[src/rtl/periph_bus_ctrl_pkg.sv]
// Shared opcode and constant definitions for the core and its peripheral bus.
// Holds peripheral register offsets and UART transmitter state encodings.
package periph_bus_ctrl_pkg;

    localparam logic [5:0] OP_RTYPE = 6'h00;
    localparam logic [5:0] OP_BEQ   = 6'h04;
    localparam logic [5:0] OP_LW    = 6'h23;
    localparam logic [5:0] OP_SW    = 6'h2B;

    typedef enum logic [1:0] {
        REG_GPIO_OUT  = 2'd0,
        REG_GPIO_IN   = 2'd1,
        REG_UART_TX   = 2'd2,
        REG_UART_STAT = 2'd3
    } reg_off_e;

    typedef enum logic [1:0] {
        UART_IDLE  = 2'd0,
        UART_START = 2'd1,
        UART_DATA  = 2'd2,
        UART_STOP  = 2'd3
    } uart_state_e;

endpackage

[src/rtl/periph_bus_ctrl_uart_tx.sv]
// 8N1 UART transmitter: start bit, 8 data bits LSB first, stop bit.
// Ports: CLK, CLR (async active-low), Start/Data load a frame, Tx line, Busy.
module uart_tx
    import periph_bus_ctrl_pkg::*;
#(
    parameter int CLKS_PER_BIT = 434
) (
    input  logic       CLK,
    input  logic       CLR,
    input  logic       Start,
    input  logic [7:0] Data,
    output logic       Tx,
    output logic       Busy
);

    localparam int CW = (CLKS_PER_BIT > 1) ? $clog2(CLKS_PER_BIT) : 1;
    localparam logic [CW-1:0] BAUD_MAX = CW'(CLKS_PER_BIT - 1);

    uart_state_e   state_q, state_d;
    logic [CW-1:0] baud_q, baud_d;
    logic [2:0]    bit_q, bit_d;
    logic [7:0]    shift_q, shift_d;
    // One-cycle gap between accepting a write and entering START.
    logic          pend_q, pend_d;
    logic          baud_end;

    assign baud_end = (baud_q == BAUD_MAX);

    always_comb begin
        state_d = state_q;
        baud_d  = '0;
        bit_d   = bit_q;
        shift_d = shift_q;
        pend_d  = pend_q;
        Tx      = 1'b1;
        if (state_q != UART_IDLE) begin
            baud_d = baud_end ? '0 : baud_q + 1'b1;
        end
        unique case (state_q)
            UART_IDLE: begin
                if (Start) begin
                    shift_d = Data;
                    pend_d  = 1'b1;
                end else if (pend_q) begin
                    pend_d  = 1'b0;
                    state_d = UART_START;
                end
            end
            UART_START: begin
                Tx = 1'b0;
                if (baud_end) begin
                    state_d = UART_DATA;
                    bit_d   = '0;
                end
            end
            UART_DATA: begin
                Tx = shift_q[0];
                if (baud_end) begin
                    shift_d = {1'b0, shift_q[7:1]};
                    if (bit_q == 3'd7) begin
                        state_d = UART_STOP;
                        bit_d   = '0;
                    end else begin
                        bit_d = bit_q + 3'd1;
                    end
                end
            end
            UART_STOP: begin
                Tx = 1'b1;
                if (baud_end) begin
                    state_d = UART_IDLE;
                end
            end
        endcase
    end

    always_ff @(posedge CLK or negedge CLR) begin
        if (!CLR) begin
            state_q <= UART_IDLE;
            baud_q  <= '0;
            bit_q   <= '0;
            shift_q <= '0;
            pend_q  <= 1'b0;
        end else begin
            state_q <= state_d;
            baud_q  <= baud_d;
            bit_q   <= bit_d;
            shift_q <= shift_d;
            pend_q  <= pend_d;
        end
    end

    assign Busy = pend_q | (state_q != UART_IDLE);

endmodule

[src/rtl/periph_bus_ctrl.sv]
// Memory/peripheral bus steering: RAM write enable, GPIO, UART, registered read mux.
// Ports: CLK, CLR, IntorPeri, MemWrite, Addr, WrData, RamRdData, GpioIn in; RamWe, RdData, GpioOut, UartTx, UartBusy out.
module periph_bus_ctrl
    import periph_bus_ctrl_pkg::*;
#(
    parameter int CLKS_PER_BIT = 434,
    parameter int GPIO_W       = 8
) (
    input  logic              CLK,
    input  logic              CLR,
    input  logic              IntorPeri,
    input  logic              MemWrite,
    input  logic [31:0]       Addr,
    input  logic [31:0]       WrData,
    input  logic [31:0]       RamRdData,
    input  logic [GPIO_W-1:0] GpioIn,
    output logic              RamWe,
    output logic [31:0]       RdData,
    output logic [GPIO_W-1:0] GpioOut,
    output logic              UartTx,
    output logic              UartBusy
);

    reg_off_e          off;
    logic [31:0]       rd_q, rd_d, reg_val;
    logic [GPIO_W-1:0] gpio_q, gpio_d;
    logic [GPIO_W-1:0] sync1_q, sync2_q;
    logic              ovr_q, ovr_d;
    logic              wr_tx, rd_stat, tx_start, busy;
    logic              unused_bits;

    assign off         = reg_off_e'(Addr[3:2]);
    assign unused_bits = ^{Addr[31:4], Addr[1:0], WrData};

    assign RamWe    = MemWrite & ~IntorPeri;
    assign wr_tx    = IntorPeri & MemWrite & (off == REG_UART_TX);
    assign rd_stat  = IntorPeri & ~MemWrite & (off == REG_UART_STAT);
    assign tx_start = wr_tx & ~busy;

    always_comb begin
        reg_val = '0;
        unique case (off)
            REG_GPIO_OUT:  reg_val[GPIO_W-1:0] = gpio_q;
            REG_GPIO_IN:   reg_val[GPIO_W-1:0] = sync2_q;
            REG_UART_TX:   reg_val = '0;
            REG_UART_STAT: reg_val[1:0] = {ovr_q, busy};
        endcase
    end

    always_comb begin
        rd_d   = IntorPeri ? reg_val : RamRdData;
        gpio_d = gpio_q;
        if (IntorPeri && MemWrite && off == REG_GPIO_OUT) begin
            gpio_d = WrData[GPIO_W-1:0];
        end
        // A dropped write in the same cycle as a status read keeps overrun set.
        ovr_d = ovr_q;
        if (rd_stat) begin
            ovr_d = 1'b0;
        end
        if (wr_tx && busy) begin
            ovr_d = 1'b1;
        end
    end

    always_ff @(posedge CLK or negedge CLR) begin
        if (!CLR) begin
            rd_q    <= '0;
            gpio_q  <= '0;
            sync1_q <= '0;
            sync2_q <= '0;
            ovr_q   <= 1'b0;
        end else begin
            rd_q    <= rd_d;
            gpio_q  <= gpio_d;
            sync1_q <= GpioIn;
            sync2_q <= sync1_q;
            ovr_q   <= ovr_d;
        end
    end

    uart_tx #(
        .CLKS_PER_BIT(CLKS_PER_BIT)
    ) u_uart_tx (
        .CLK  (CLK),
        .CLR  (CLR),
        .Start(tx_start),
        .Data (WrData[7:0]),
        .Tx   (UartTx),
        .Busy (busy)
    );

    assign RdData   = rd_q;
    assign GpioOut  = gpio_q;
    assign UartBusy = busy;

endmodule

[config.mk]
export PLATFORM = sky130hd
export DESIGN_NAME = periph_bus_ctrl
export DESIGN_NICKNAME = d
export VERILOG_FILES = /design/src/rtl/periph_bus_ctrl_pkg.sv /design/src/rtl/periph_bus_ctrl_uart_tx.sv /design/src/rtl/periph_bus_ctrl.sv
export SDC_FILE = /design/constraint.sdc
export NUM_CORES = 1
export LEC_CHECK = 0
export ABC_AREA = 1
export CAP_MARGIN = 40
export CORE_ASPECT_RATIO = 1.5
export CORE_UTILIZATION = 42
export CTS_CLUSTER_DIAMETER = 30
export CTS_CLUSTER_SIZE = 12
export DETAILED_ROUTE_END_ITERATION = 7
export HOLD_SLACK_MARGIN = 0.06
export PLACE_DENSITY_LB_ADDON = 0.1
export SYNTH_ARGS = -nofsm -noshare
export SYNTH_HDL_FRONTEND = slang
export SYNTH_SLANG_ARGS = --single-unit
[constraint.sdc]
create_clock -name CLK -period 1.5 [get_ports CLK]
set_input_delay 0.225 -clock CLK [delete_from_list [all_inputs] [get_ports CLK]]
set_output_delay 0.225 -clock CLK [all_outputs]
set_load 0.02 [all_outputs]
==> metrics.txt, run 1 <==
Final setup viols=10; Crit. End Element=output port; FILL cells=655; DRC Markers=0; critical path's largest stage delay=400 ps; post-synth top area cell=dfrtp_1; clock-pin slew on the worst setup and hold paths=60 ps; R2R Path End=u_uart_tx.shift_q[0]$_DFFE_PN0P_; Worst-Margin Slew=420 ps; fin crit share=107%; WHS=319 ps; status=complete, but fails checks; Seq/Total Area, Yosys=59.9%; final hold violations=0; crit path cell chain=buf_6, ha_4, buf_6, nand2_2, nand2_2, buf_6; PnR worst setup slack=-102 ps; Final Net Count=594; Synth Area per Inst=9.52 um^2; Rel. slew slack=72.0%; Startpoint Class=flop; WP data required=1270 ps; gpl congestion=0.829; Die X=74.8 um; Hold Crit Endpoint=sync1_q[5]$_DFF_PN0_; antenna-violating nets left=0; hold_sp=GpioIn[5]; Worst Skew=6.29 ps; Ys Warns=0; failing checks=setup timing; #FFs+latches synth=80; Cells after Synth=351; die area=8320 um^2; largest net degree at the start of global routing=81; WL/cell=12.5 um; Fmax=0.624 GHz; hpwl dp=5.14 mm; Final min period=1600 ps; later-pin clock latency in the skew report=340 ps; Overall Global Routing Usage=19.5%; Finished Layout Cells=584; initial antenna violation count=0; WP data arrival=1380 ps; Die Y=111 um; Max VDD drop=0.793 mV; hold depth=1; total CTS buffers=9; worst reg-to-reg path cell count=8; post-synth top area share=59.9%; Detailed Route Iter0 Violations=151; synth unique cells=26; drt pass-1 iters=4; Starting Density=43.6%; Syn Nets=468; PwrDens=1010 nW/um^2; CTS Sinks=80; largest cells by area after synthesis=dfrtp_1, nand2_1, inv_1, nor2_1, ha_1; Total Power=5.04 mW; CTS tree=done; H-tree levels=3; leakage power=2.68 nW; Buffers on Ports=96; RSZ-0062 raised after global routing=true; core area=7660 um^2; vias in the first global route=2678; worst min-delay path class=in2reg; vias per std cell=4.52; worst reg-to-reg setup slack=-30 ps; global route overflow=0; Syn Std Cell Area=3340 um^2; Final Slew Violations=0; multi-input combinational cell area=1180 um^2; row cnt=39; boundary pin count=151; largest fanout on the critical path=3; share of layout cells above drive strength 1=17.6%; Register Area=2000 um^2; Crit-path slowest cell=dfrtp_1; CTS Root Cell=clkbuf_16; Total Wirelength=7.32 mm; diode count=0; synth-to-layout area growth=50.1%; Longest Clk Path Bufs=2; max_cap viols=0; DP Cell Count=558; cell mode on critical path=buf_6; r2r startpoint=u_uart_tx.state_q[1]$_DFFE_PN0P_; global-route wire length before repair=12.0 mm; critical path class=reg2out; Vias=2642
[power breakdown]
part	internal, mW	switching [mW]
Clock	1.15	0.923
Combinational	0.300	0.339
Sequential	2.28	0.0556
Total	3.72	1.32
[stage by stage]
step	instance area [um^2]	setup slack, ps	TNS (ps)	util, %
5_1_grt	5020	-177	-1330	65.5
4_1_cts	4800	-178	-1440	62.7
2_1_floorplan	3340	9.21	0	-
3_3_place_gp	4530	-273	-3590	59.1
6_report	5020	-102	-274	65.5
3_5_place_dp	4530	-312	-4550	59.1
[critical path, delay by kind of cell (launching register included)]
family | cells | cell delay, ps
DFF | 1 | 400
adders and majority gates | 1 | 170
and+or+nand+nor | 2 | 100
buffers and inverters | 3 | 360
[final cells by class]
| type | instances | share of cell area [%] |
|---|---|---|
| well taps | 102 | 2.54 |
| flip-flops and latches | 80 | 39.9 |
| multi-input cells | 207 | 23.4 |
| clock buffers | 9 | 4.49 |
| repair buffers | 121 | 24.1 |
| clock inverters | 7 | 1.17 |
| inverters | 58 | 4.34 |
[worst max path at each step]
stage | start | endpoint | slack [ps]
finish | u_uart_tx.state_q[1]$_DFFE_PN0P_ | UartTx | -100
global route | u_uart_tx.state_q[1]$_DFFE_PN0P_ | UartTx | -180
CTS | u_uart_tx.state_q[0]$_DFFE_PN0P_ | UartTx | -180
detailed placement | u_uart_tx.state_q[0]$_DFFE_PN0P_ | UartTx | -310
global placement | u_uart_tx.state_q[0]$_DFFE_PN0P_ | UartTx | -270
floorplan | u_uart_tx.state_q[0]$_DFFE_PN0P_ | u_uart_tx.shift_q[0]$_DFFE_PN0P_ | 9
[layer usage]
metal	track usage (%)	up-vias	wire [um]
met2	30.9	66	3800
met4	10.9	0	197
met1	22.9	1233	2860
li1	-	1332	-
met3	6.00	11	471
met5	0	-	0
[cell families (layout without fill, tap and decap cells)]
group,Yosys count,in the layout,share of synthesized area [%]
AND/OR/NAND/NOR,161,162,22.5
AO/OA/AOI/OAI,36,36,6.48
adder cells (fa/ha/maj),9,9,3.37
buffers and inverters,65,195,7.75
flip-flops,80,80,59.9
[sequential cells by signal (all words and copies together) (netlist names)]
register / count
RdData: 32
u_uart_tx.baud_q: 9
GpioOut: 8
sync1_q: 8
sync2_q: 8
u_uart_tx.shift_q: 8
u_uart_tx.bit_q: 3
u_uart_tx.state_q: 2
ovr_q: 1
u_uart_tx.pend_q: 1
[timing repair]
| item | CTS | global route |
|---|---|---|
| endpoints found under the hold margin | 80 | 0 |
| endpoints found under the setup margin | 49 | 28 |
| pin swaps | 0 | 6 |
| resized for setup | 42 | 43 |
| buffers inserted | 2 | 6 |
| hold buffers | 1 | 0 |
| cloned | 0 | 1 |
[cells in the mapped netlist]
cell	n
nor2_2	1
nand2_2	2
dfrtp_1	80
buf_4	2
a21oi_1	14
buf_6	1
o21ai_0	9
o21ai_2	7
a31oi_1	4
or2_2	2
inv_1	56
nor3_1	2
nand2_4	1
nand3_1	20
nand4_1	1
ha_1	9
nor2_4	4
nand3_4	1
o211ai_1	1
o31ai_1	1
nor3b_1	1
inv_2	2
nand2_8	3
clkbuf_1	4
nor2_1	45
nand2_1	78
[cells in the final DEF (no fill, tap or decap), drive strengths merged]
| master | Yosys | routed |
|---|---|---|
| nor2 | 50 | 50 |
| dfrtp | 80 | 80 |
| a31oi | 4 | 4 |
| a21oi | 14 | 14 |
| dlygate4sd2 | 0 | 30 |
| inv | 58 | 63 |
| clkbuf | 4 | 9 |
| ha | 9 | 9 |
| o31ai | 1 | 1 |
| nand2 | 84 | 85 |
| or2 | 2 | 2 |
| nor3b | 1 | 1 |
| buf | 3 | 27 |
| clkinvlp | 0 | 2 |
| o21ai | 16 | 16 |
| clkdlybuf4s50 | 0 | 54 |
| o211ai | 1 | 1 |
| dlymetal6s2s | 0 | 9 |
| dlygate4sd3 | 0 | 1 |
| nand4 | 1 | 1 |
| nand3 | 21 | 21 |
| nor3 | 2 | 2 |
Note: power is estimated with default switching activity, not from simulation.
==> run 2: changes to the inputs <==
--- a/config.mk
+++ b/config.mk
@@ -5,13 +5,13 @@
 export SDC_FILE = /design/constraint.sdc
 export NUM_CORES = 1
 export LEC_CHECK = 0
-export ABC_AREA = 1
 export CAP_MARGIN = 40
 export CORE_ASPECT_RATIO = 1.5
-export CORE_UTILIZATION = 42
+export CORE_UTILIZATION = 41
 export CTS_CLUSTER_DIAMETER = 30
 export CTS_CLUSTER_SIZE = 12
 export DETAILED_ROUTE_END_ITERATION = 7
+export GPL_TIMING_DRIVEN = 0
 export HOLD_SLACK_MARGIN = 0.06
 export PLACE_DENSITY_LB_ADDON = 0.1
 export SYNTH_ARGS = -nofsm -noshare
==> metrics.txt, run 2 <==
largest fanout on the critical path=7; Total Power=4.89 mW; #FFs+latches synth=80; Post-synth top cells=dfrtp_1, nor2b_1, nor2_1, mux2_2, inv_1; hpwl dp=4.64 mm; critical path class=reg2reg; failing checks=setup timing; critical path's largest stage delay=530 ps; Total Wirelength=6.76 mm; gpl congestion=0.704; vias in the first global route=2262; synth-to-layout area growth=48.4%; Post-synth ARST share=100%; Buffers on Ports=96; post-synth top area share=63.1%; Seq/Total Area, Yosys=63.1%; core area=7370 um^2; EDFF count, synth=0; DP Cell Count=442; Max VDD drop=0.599 mV; PnR worst setup slack=-466 ps; WHS=264 ps; share of layout cells above drive strength 1=20.1%; later-pin clock latency in the skew report=350 ps; PwrDens=1040 nW/um^2; Crit-path slowest cell=or4_4; worst reg-to-reg setup slack=-470 ps; Final Slew Violations=0; Ys Warns=0; Starting Density=43.0%; Syn Std Cell Area=3170 um^2; drt pass-1 iters=4; Crit path max-delay family=simple AND/OR/NAND/NOR gates; global-route wire length before repair=10.4 mm; Detailed Route Iter0 Violations=108; crit path cell chain=inv_1, ha_2, nand2_2, or4_4, a22o_1, buf_6, mux2_4; DRC Markers=0; Vias=2204; Worst Skew=7.33 ps; most frequent cells in the layout=dfrtp_1, clkdlybuf4s50_1, dlygate4sd2_1, nor2b_1; Final min period=1970 ps; commonest non-fill, non-tap cell in the layout=dfrtp_1; Fmax=0.509 GHz; antenna-violating nets left=0; CTS tree=done; worst path buffer plus inverter count=2; worst min-delay path class=in2async; global route overflow=0; pre-CTS WS=-805 ps; Main synth FF type=dfrtp_1; vias per std cell=4.70; max reg flops=32; die area=8100 um^2; status=complete, but fails checks; WP data required=1730 ps; post-synth top area cell=dfrtp_1; RSZ-0062 raised after global routing=true; clock-pin slew on the worst setup and hold paths=80 ps; row cnt=38; Synth Area per Inst=12.9 um^2; fin crit share=131%; largest cells by area after synthesis=dfrtp_1, mux2_2, nor2b_1, mux2i_1, ha_1; max_cap viols=0; Crit. End Element=flop; Worst-Margin Slew=472 ps; Cells after Synth=245; largest net degree at the start of global routing=69; synth unique cells=34; Overall Global Routing Usage=17.9%; CTS Root Cell=clkbuf_8; Final setup viols=23; Rel. slew slack=68.3%; Longest Clk Path Bufs=2; diode count=0; total CTS buffers=9; initial antenna violation count=0; H-tree levels=3; boundary pin count=151; WP data arrival=2200 ps; Finished Layout Cells=469; final hold violations=0; WL/cell=14.4 um; Final Net Count=482; Die X=73.8 um; leakage power=2.25 nW; CTS Sinks=80; Die Y=110 um; count leader, synth=dfrtp_1; Syn Nets=362; Startpoint Class=flop
==> run 2: worst paths after layout <==
check / from / endpoint / depth (start not counted)
worst min register to register: sync1_q[7]$_DFF_PN0_ / sync2_q[7]$_DFF_PN0_ / 0
min in group CLK: GpioIn[1] / sync1_q[1]$_DFF_PN0_ / 1
worst max register to register: u_uart_tx.baud_q[1]$_DFF_PN0_ / u_uart_tx.shift_q[5]$_DFFE_PN0P_ / 7
max in group asynchronous: CLR / RdData[27]$_DFF_PN0_ / 3
worst min-delay path: CLR / u_uart_tx.shift_q[1]$_DFFE_PN0P_ / 2
worst max-delay path: u_uart_tx.baud_q[1]$_DFF_PN0_ / u_uart_tx.shift_q[5]$_DFFE_PN0P_ / 7
==> run 2: kinds of logic after synthesis <==
group / count (synthesis) / synth area share (%)
flip-flops: 80 / 63.1
AND/OR/NAND/NOR: 66 / 11.2
multiplexers: 33 / 12.0
AO/OA/AOI/OAI: 25 / 4.93
buffers and inverters: 25 / 3.24
adder cells (fa/ha/maj): 9 / 3.55
XOR/XNOR: 7 / 1.93
==> run 2: what timing repair did <==
item,in CTS,in global routing
buffers inserted,8,4
pin swaps,4,3
hold endpoints to repair,80,0
setup endpoints to repair,74,33
gates cloned,1,0
hold buffers,1,0
gates resized for setup,73,10
==> run 2: metal layers <==
layer	share of wire, %	GRT usage [%]	vias up
met5	0	0	-
met4	2.0	11.8	0
met1	38	18.9	1066
met2	53	30.5	75
li1	-	-	1054
met3	7.1	5.22	9
==> run 2: metrics by stage <==
stage / setup TNS [ps] / area, um^2 / utilization, %
after floorplan: -4340 / 3220 / -
after global placement: -225990 / 4300 / 58.4
after detailed placement: -20810 / 4330 / 58.7
after CTS: -7830 / 4660 / 63.3
after global routing: -9860 / 4710 / 63.9
final: -8050 / 4710 / 63.9
==> run 2: area by class of cell <==
| cell class | instances | area, um^2 |
|---|---|---|
| inverter | 14 | 52.6 |
| clock inverter | 3 | 90.1 |
| clock buffer | 12 | 145 |
| fill | 605 | 2660 |
| sequential | 80 | 2000 |
| multi-input combinational | 140 | 1150 |
| timing repair buffer | 111 | 1050 |
| buffer | 9 | 88.8 |
| tap | 100 | 125 |
==> run 2: worst register-to-register path, delay by kind of cell, from the launching register on <==
family | cells | cell delay (ps)
adders and majority gates | 1 | 160
AOI/OAI and AO/OA | 1 | 230
muxes | 1 | 300
DFF | 1 | 380
buffers and inverters | 2 | 200
and+or+nand+nor | 2 | 590
==> run 2: where the power goes <==
part           internal [mW]  switching (mW)
registers               2.29          0.0676
logic                  0.332           0.316
clock network           1.14           0.738
==> run 3: changes to the inputs <==
--- a/config.mk
+++ b/config.mk
@@ -14,6 +14,7 @@
 export GPL_TIMING_DRIVEN = 0
 export HOLD_SLACK_MARGIN = 0.06
 export PLACE_DENSITY_LB_ADDON = 0.1
+export SETUP_SLACK_MARGIN = 0.02
 export SYNTH_ARGS = -nofsm -noshare
 export SYNTH_HDL_FRONTEND = slang
 export SYNTH_SLANG_ARGS = --single-unit
==> metrics.txt, run 3 (synthesis gave the netlist of run 2 again) <==
WP data arrival=2210 ps; total CTS buffers=9; Die Y=110 um; CTS Sinks=80; clock-pin slew on the worst setup and hold paths=80 ps; Starting Density=43.0%; R2R Path End=u_uart_tx.shift_q[5]$_DFFE_PN0P_; drt pass-1 iters=2; critical path class=reg2reg; die area=8100 um^2; Final setup viols=23; final hold violations=0; PnR worst setup slack=-469 ps; Final Net Count=484; RSZ-0062 raised after global routing=true; gpl congestion=0.667; largest net degree at the start of global routing=68; Int Power=3.31 mW; worst min-delay path class=in2async; Buffers on Ports=96; share of layout cells above drive strength 1=22.0%; synth-to-layout area growth=48.0%; Startpoint Class=flop; max reg flops=32; clock power share=32.7%; diode count=0; commonest non-fill, non-tap cell in the layout=dfrtp_1; DRC Markers=0; Area after DPL=4340 um^2; Combinational Power Share=14.5%; row cnt=38; later-pin clock latency in the skew report=350 ps; CTS Root Cell=clkbuf_8; Finished Layout Cells=472; initial antenna violation count=0; status=complete, but fails checks; global route overflow=0; WL/cell=14.0 um; worst reg-to-reg path cell count=7; core area=7370 um^2; Die X=73.8 um; PwrDens=951 nW/um^2; Max VDD drop=0.682 mV; Total Wirelength=6.62 mm; Final min period=1970 ps; Switching Fraction=25.8%; hpwl dp=4.62 mm; H-tree levels=3; FILL cells=634; Longest Clk Path Bufs=2; Crit. End Element=flop; Worst Skew=5.80 ps; Fmax=0.508 GHz; Reg power frac=52.7%; worst reg-to-reg setup slack=-470 ps; Rel. slew slack=68.8%; global-route wire length before repair=10.3 mm; Vias=2181; WP data required=1740 ps; Worst-Margin Slew=464 ps; leakage power=2.23 nW; CTS tree=done; final instance area=4690 um^2; max_cap viols=0; fin crit share=131%; most frequent cells in the layout=dfrtp_1, clkdlybuf4s50_1, dlygate4sd2_1, nor2b_1; net switching power=1.15 mW; boundary pin count=151; vias in the first global route=2196; failing checks=setup timing; largest fanout on the critical path=7; Final Slew Violations=0; vias per std cell=4.62; Overall Global Routing Usage=17.7%; DP Cell Count=442; Detailed Route Iter0 Violations=70; antenna-violating nets left=0; r2r startpoint=u_uart_tx.baud_q[1]$_DFF_PN0_
[run 3: worst max-delay path by stage]
stage,start,end,slack [ps],depth (start not counted)
after floorplan,u_uart_tx.baud_q[1]$_DFF_PN0_,u_uart_tx.shift_q[1]$_DFFE_PN0P_,-460,8
after global placement,CLR,RdData[22]$_DFF_PN0_,-2640,1
after detailed placement,IntorPeri,GpioOut[4]$_DFFE_PN0P_,-720,6
after CTS,u_uart_tx.baud_q[1]$_DFF_PN0_,u_uart_tx.shift_q[5]$_DFFE_PN0P_,-510,8
after global routing,u_uart_tx.baud_q[1]$_DFF_PN0_,u_uart_tx.shift_q[5]$_DFFE_PN0P_,-530,7
final,u_uart_tx.baud_q[1]$_DFF_PN0_,u_uart_tx.shift_q[5]$_DFFE_PN0P_,-470,7
[run 3: critical path, stage by stage, from the launching register on]
cell and delay, ps:
dfrtp_1 400, inv_2 70, ha_4 120, nand2_2 40
or4_4 540, a22o_1 250, buf_6 140, mux2_4 300
[run 3: power by group through the flow]
stage	sequential [mW]	combinational (mW)	clock, mW
6_report	2.35	0.649	1.46
3_3_place_gp	2.40	0.711	0
3_5_place_dp	2.41	0.727	0
2_1_floorplan	2.51	0.165	0
4_1_cts	2.36	0.661	1.50
5_1_grt	2.37	0.705	1.60
[run 3: repair_timing]
| action | 4_1_cts | 5_1_grt |
|---|---|---|
| endpoints found under the setup margin | 75 | 33 |
| pin swaps | 4 | 4 |
| cloned | 1 | 0 |
| endpoints found under the hold margin | 80 | 0 |
| hold buffers | 1 | 0 |
| resized for setup | 74 | 16 |
| buffers inserted | 8 | 6 |
[run 3: per-layer routing]
layer	GRT usage [%]	up-vias	wire [um]
met3	5.96	10	462
li1	-	1059	-
met1	19.1	1041	2480
met5	0	-	0
met2	30.1	71	3530
met4	9.48	0	150
[run 3: stage by stage]
step	total power, mW	setup TNS, ps	setup WS, ps	util, %	hold slack [ps]
2_1_floorplan	2.68	-4300	-457	-	-70.6
3_3_place_gp	3.11	-230000	-2640	58.6	332
3_5_place_dp	3.13	-20680	-716	58.9	98.2
4_1_cts	4.52	-8030	-514	62.7	258
5_1_grt	4.67	-9380	-530	63.7	272
6_report	4.46	-7860	-469	63.7	270
[run 3: area by class of cell]
cell class              instances  area [um^2]  share of cell area [%]
clock buffers                  12          155                    3.31
plain buffers                   9         90.1                    1.92
repair buffers                113         1070                    22.8
flip-flops and latches         80         2000                    42.7
clock inverters                 4         28.8                   0.613
multi-input cells             140         1170                    24.9
well taps                     100          125                    2.67
inverters                      14         52.6                    1.12
